$ cat src/rtl/cpu_pkg.sv
// -----------------------------------------------------------------------------
// cpu_pkg
// Shared definitions for the CPU front end: interrupt controller state
// encodings, the drop-counter width and a saturating increment helper.
// -----------------------------------------------------------------------------
package cpu_pkg;

   localparam int DROP_W = 8;

   typedef enum logic [1:0] {
      INT_IDLE = 2'd0,
      INT_PEND = 2'd1,
      INT_ISR  = 2'd2
   } int_state_e;

   // Increment that sticks at all-ones instead of wrapping.
   function automatic logic [DROP_W-1:0] sat_inc(input logic [DROP_W-1:0] i_val);
      return (&i_val) ? i_val : i_val + {{(DROP_W-1){1'b0}}, 1'b1};
   endfunction

endpackage

$ cat src/rtl/sync_ff.sv
// -----------------------------------------------------------------------------
// sync_ff
// Multi-flop synchronizer for a single asynchronous input bit.
// Ports:
//   clk  - destination clock
//   rst  - asynchronous active-high reset, all stages cleared to 0
//   i_d  - asynchronous input
//   o_q  - synchronized output, STAGES clock edges behind i_d
// STAGES must be at least 2 for metastability protection.
// -----------------------------------------------------------------------------
module sync_ff #(
   parameter int STAGES = 2
) (
   input  logic clk,
   input  logic rst,
   input  logic i_d,
   output logic o_q
);

   logic [STAGES-1:0] r_sync;

   // NOTE: sequential state uses non-blocking assignments so every flop
   // samples the pre-edge value of its neighbour, giving a true shift chain.
   always_ff @(posedge clk or posedge rst) begin
      if (rst) begin
         r_sync <= '0;
      end else begin
         r_sync <= {r_sync[STAGES-2:0], i_d};
      end
   end

   assign o_q = r_sync[STAGES-1];

endmodule

$ cat src/rtl/int_ctrl.sv
// -----------------------------------------------------------------------------
// int_ctrl
// Interrupt controller between the external interrupt pin and instruction
// fetch. Synchronizes the pin, detects rising edges (or samples the level),
// holds the request pending until the core takes it, blocks nesting until
// RTI retires, queues one further request and counts anything beyond that.
// Ports:
//   clk       - core clock
//   rst       - asynchronous active-high reset
//   int_in    - external interrupt, asynchronous to clk
//   int_en    - global enable, masks int_req only
//   stall     - fetch stalled, masks int_req
//   flush     - branch/flush in flight, masks int_req
//   int_ack   - pulse: core committed interrupt entry
//   rti_done  - pulse: RTI retired
//   int_req   - request to fetch stage
//   in_isr    - ISR active
//   queued    - one request waiting behind the current ISR
//   drop_cnt  - saturating count of merged/lost requests
// -----------------------------------------------------------------------------
module int_ctrl
   import cpu_pkg::*;
#(
   parameter int SYNC_STAGES = 2,
   parameter int EDGE_MODE   = 1
) (
   input  logic              clk,
   input  logic              rst,
   input  logic              int_in,
   input  logic              int_en,
   input  logic              stall,
   input  logic              flush,
   input  logic              int_ack,
   input  logic              rti_done,
   output logic              int_req,
   output logic              in_isr,
   output logic              queued,
   output logic [DROP_W-1:0] drop_cnt
);

   logic              w_s;
   logic              w_evt;
   logic              w_accept;
   logic              r_prev;
   int_state_e        r_state;
   logic              r_in_isr;
   logic              r_queued;
   logic [DROP_W-1:0] r_drop;

   sync_ff #(.STAGES(SYNC_STAGES)) u_sync (
      .clk (clk),
      .rst (rst),
      .i_d (int_in),
      .o_q (w_s)
   );

   // prev resets to 0, so a pin already high at reset release is one edge.
   assign w_evt = (EDGE_MODE != 0) ? (w_s & ~r_prev) : w_s;

   // An ack only counts when the core could actually have seen the request.
   assign w_accept = int_ack & int_req;

   always_ff @(posedge clk or posedge rst) begin
      if (rst) begin
         r_state  <= INT_IDLE;
         r_prev   <= 1'b0;
         r_in_isr <= 1'b0;
         r_queued <= 1'b0;
         r_drop   <= '0;
      end else begin
         r_prev <= w_s;
         case (r_state)
            INT_IDLE: begin
               if (w_evt) begin
                  r_state <= INT_PEND;
               end
            end

            INT_PEND: begin
               if (w_accept) begin
                  r_state  <= INT_ISR;
                  r_in_isr <= 1'b1;
                  // A new request landing on the entry cycle belongs to the next ISR.
                  if (w_evt) begin
                     r_queued <= 1'b1;
                  end
               end else if (w_evt && (EDGE_MODE != 0)) begin
                  // Already pending: the new edge merges into the current one.
                  r_drop <= sat_inc(r_drop);
               end
            end

            INT_ISR: begin
               if (rti_done) begin
                  r_in_isr <= 1'b0;
                  r_queued <= 1'b0;
                  r_state  <= (r_queued || w_evt) ? INT_PEND : INT_IDLE;
               end else if (EDGE_MODE == 0) begin
                  r_queued <= w_s;
               end else if (w_evt) begin
                  if (r_queued) begin
                     r_drop <= sat_inc(r_drop);
                  end else begin
                     r_queued <= 1'b1;
                  end
               end
            end

            default: begin
               r_state  <= INT_IDLE;
               r_in_isr <= 1'b0;
               r_queued <= 1'b0;
            end
         endcase
      end
   end

   // Masks act in the same cycle and never disturb the pending state.
   assign int_req  = (r_state == INT_PEND) & int_en & ~stall & ~flush;
   assign in_isr   = r_in_isr;
   assign queued   = r_queued;
   assign drop_cnt = r_drop;

endmodule
$ cat config.mk
export PLATFORM = sky130hd
export DESIGN_NAME = int_ctrl
export DESIGN_NICKNAME = d
export VERILOG_FILES = /design/src/rtl/cpu_pkg.sv /design/src/rtl/sync_ff.sv /design/src/rtl/int_ctrl.sv
export SDC_FILE = /design/constraint.sdc
export NUM_CORES = 1
export LEC_CHECK = 0
export ABC_AREA = 1
export CAP_MARGIN = 20
export CELL_PAD_IN_SITES_DETAIL_PLACEMENT = 2
export CELL_PAD_IN_SITES_GLOBAL_PLACEMENT = 2
export CORE_MARGIN = 2
export CORE_UTILIZATION = 28
export CTS_CLUSTER_DIAMETER = 200
export DETAILED_ROUTE_END_ITERATION = 8
export PLACE_DENSITY_LB_ADDON = 0.1
export SLEW_MARGIN = 0
export SYNTH_ARGS = -nofsm -noshare
export SYNTH_HDL_FRONTEND = slang
export SYNTH_HIERARCHICAL = 1
export SYNTH_SLANG_ARGS = --single-unit
$ cat constraint.sdc
create_clock -name clk -period 1.5 [get_ports clk]
set_input_delay 0.15 -clock clk [delete_from_list [all_inputs] [get_ports clk]]
set_output_delay 0.15 -clock clk [all_outputs]
set_load 0.01 [all_outputs]
==> results.sh <==
export IMPL_dp_hpwl_mm=2.20
export IMPL_placedCellCount=209
export IMPL_clkSlewWorstSetupHoldPaths_ns=0.11
export IMPL_grt_pass1_wl_mm=5.00
export IMPL_outcome="finished, violations left"
export IMPL_pre_cts_ws_ns=-0.150
export IMPL_max_stage_delay_ns=0.43
export IMPL_final_nets=187
export IMPL_grt_pass1_vias=1048
export IMPL_r2r_start="r_state[1]"
export IMPL_hp_class="input port to flip-flop"
export IMPL_switching_share_pct=46.6
export IMPL_wl_per_cell_um=14.9
export IMPL_grt_usage_pct=16.6
export IMPL_io_buffers=18
export IMPL_synth_seq_cells=15
export IMPL_dr_total_vias=983
export IMPL_clock_sinks=15
export IMPL_drt_pass1_iterations=3
export IMPL_maxSlewHeadroom_pct=87.2
export IMPL_synthesis_area_um2=957
export IMPL_p_int_uw=1370
export IMPL_n_fill_cell=386
export IMPL_drt_total_wl_mm=3.26
export IMPL_power_density_nw_per_um2=1670
export IMPL_reg2reg_to="drop_cnt[2]"
export IMPL_crit_required_ns=1.71
export IMPL_via_per_inst=4.49
export IMPL_die_x_um=62.5
export IMPL_leakagePower_uw=0.000806
export IMPL_overflow=0
export IMPL_ys_warn_count=6
export IMPL_synth_edf_count=0
export IMPL_p_seq_share_pct=24.0
export IMPL_setup_viol=7
export IMPL_final_util_pct=46.5
export IMPL_clk_latency_ns=0.30
export IMPL_numCtsBuffers=3
export IMPL_fin_ws_ns=-0.0227
export IMPL_max_slew_worst_pin_slew_ns=0.193
export IMPL_worstPathMaxFanout=8
export IMPL_antenna_left=0
export IMPL_worstPathArrival_ns=1.73
export IMPL_clock_skew_ns=0.00192
export IMPL_hold_slack_ns=0.275
export IMPL_crit_cells=8
export IMPL_post_route_min_period_ns=1.52
export IMPL_violations="setup timing"
export IMPL_die_h_um=62.5
export IMPL_p_switching_uw=1200
export IMPL_finalCritPeriodShare_pct=102
export IMPL_rsz0062_at_grt="yes"
export IMPL_endpoint="drop_cnt[2]"
export IMPL_ir_drop_uv=547
export IMPL_p_clk_share_pct=10.2
export IMPL_crit_family="simple AND/OR/NAND/NOR gates"
export IMPL_dieArea_um2=3900
export IMPL_final_cells=219
export IMPL_drv_slew=0
export IMPL_start_util_pct=28.9
export IMPL_cts_root_buf="clkbuf_4"
export IMPL_fp_row_count=21
export IMPL_fp_coreArea_um2=3310
export IMPL_r2r_slack_ns=-0.02
export IMPL_drive_gt1_share_pct=38.7
export IMPL_path_buf_inv=2
export IMPL_h_tree_depth=1
export IMPL_cap_violations=0
export IMPL_avgSynthCellArea_um2=7.48
export IMPL_r2r_cells=8
export IMPL_antenna_found_initial=0
export IMPL_syn_inst=128
export IMPL_end_kind="flip-flop"
export IMPL_cpMaxStageDelayCell="dfrtp_1"
export IMPL_p_comb_share_pct=65.8
export IMPL_worstHoldPathCells=1
export IMPL_crit_start="r_state[1]"
export IMPL_diodes=0
export IMPL_drcViolationCount=0
export IMPL_synth_fp_nets=141
export IMPL_synth_distinct_cells=19
export IMPL_gp_congestion=0.764
export IMPL_synth_flop_cell="dfrtp_1"
export IMPL_crit_chain="inv_2 -> buf_6 -> ha_4 -> nand2_2 -> nor2_4 -> nand3_4 -> nand2_1 -> nand2_1"
export IMPL_grt_max_degree=14
export IMPL_path_class="flip-flop to flip-flop"
export IMPL_crit_top_cell="nand2_1"
export IMPL_ctsLongestPathBuffers=2
export IMPL_ioPinCount=19
export IMPL_fin_setup_tns_ns=-0.0936
export IMPL_startpoint_type="flip-flop"
export IMPL_drt_iter0_markers=16
export IMPL_fmax_mhz=657
export IMPL_ys_seq_area_share_pct=39.2
export IMPL_cts_tree="built"
export IMPL_final_hold_violation_count=0
export IMPL_areaGrowthSynthToFinish_pct=60.8
export IMPL_async_reset_ff_share_pct=100
-- synth_stat cells, types with 2 or more instances --
cell type | number | area share (%)
nand3_4 | 2 | 3.7
nor2_4 | 2 | 2.4
xor2_1 | 3 | 2.7
inv_1 | 21 | 8.2
nor2_1 | 6 | 2.4
ha_1 | 5 | 6.5
nand2_1 | 46 | 18
o21ai_0 | 2 | 1.0
nand2_2 | 4 | 2.6
nand3_1 | 14 | 7.3
dfrtp_1 | 15 | 39
-- flip-flops by register name, indices dropped and copies added, names as in the netlist --
signal,flops
in_isr,1
drop_cnt,8
r_prev,1
queued,1
u_sync/r_sync,2
r_state,2
-- per-layer routing --
metal | vias up | part of all wire (%) | global-route usage, %
li1 | 484 | - | -
met1 | 478 | 42 | 21.1
met2 | 16 | 54 | 27.8
met3 | 5 | 2.1 | 2.88
met4 | 0 | 1.5 | 6.67
met5 | - | 0 | 0
-- what timing repair did --
item | CTS | global route
endpoints found under the setup margin | 17 | 14
hold endpoints to repair | 2 | 0
buffers inserted | 1 | 4
pin swaps | 13 | 13
resized for setup | 18 | 32
hold buffers | 1 | 0
-- how the worst min path moves through the flow --
stage | startpoint | end | slack, ns
2_1_floorplan | rst | u_sync/r_sync[0] | -0.11
3_3_place_gp | rst | u_sync/r_sync[0] | 0.33
3_5_place_dp | rst | u_sync/r_sync[0] | 0.35
4_1_cts | int_in | u_sync/r_sync[0] | 0.26
5_1_grt | int_in | u_sync/r_sync[0] | 0.27
6_report | int_in | u_sync/r_sync[0] | 0.28
-- through the flow --
step                total power, uW  instance area [um^2]
floorplan                      1290                   957
global placement               1820                  1320
detailed placement             1890                  1320
CTS                            2300                  1410
global route                   2810                  1540
finish                         2580                  1540
-- layout make-up --
type                    count  area, um^2  share of cell area [%]
clock inverters             1        5.00                   0.325
multi-input cells          91         611                    39.7
clock buffers               3        22.5                    1.46
inverters                  22        82.6                    5.37
well taps                  46        57.6                    3.74
flip-flops and latches     15         383                    24.9
repair buffers             41         378                    24.6
-- worst register-to-register path, delay by kind of cell (launching register included) --
kind	cells	cell delay, ns
flops	1	0.43
fa+ha+maj	1	0.28
simple gates	5	0.51
buf+inv	2	0.22
-- power groups by stage --
stage | registers (uW) | clock network [uW] | logic, uW
detailed placement | 603 | 0 | 1280
global placement | 598 | 0 | 1220
CTS | 612 | 274 | 1410
global route | 630 | 291 | 1890
finish | 618 | 262 | 1700
floorplan | 632 | 0 | 660
-- cells in the final DEF, fill, tap and decap left out, types with 2 or more instances in the layout --
cell and n:
clkdlybuf4s50_1 13, dfrtp_1 9, nor2_4 3, xor2_1 3
ha_4 3, buf_6 5, nand3_1 14, o21ai_0 2
nand2_1 32, dfrtp_2 6, nand3_4 2, nand2_4 6
nand2_2 13, dlymetal6s2s_1 3, inv_1 17, inv_2 4
buf_4 18, nor2_1 5, clkbuf_4 3, ha_1 2
-- cells by family (layout without fill, tap and decap cells) --
| group | after synthesis | count (layout) | synth area share (%) |
|---|---|---|---|
| buf+inv | 22 | 67 | 8.63 |
| compound gates | 5 | 5 | 3.01 |
| simple gates | 78 | 78 | 39.9 |
| fa+ha+maj | 5 | 5 | 6.54 |
| flops | 15 | 15 | 39.2 |
| xor+xnor | 3 | 3 | 2.75 |
No activity file was read; power rests on OpenSTA's default activity.
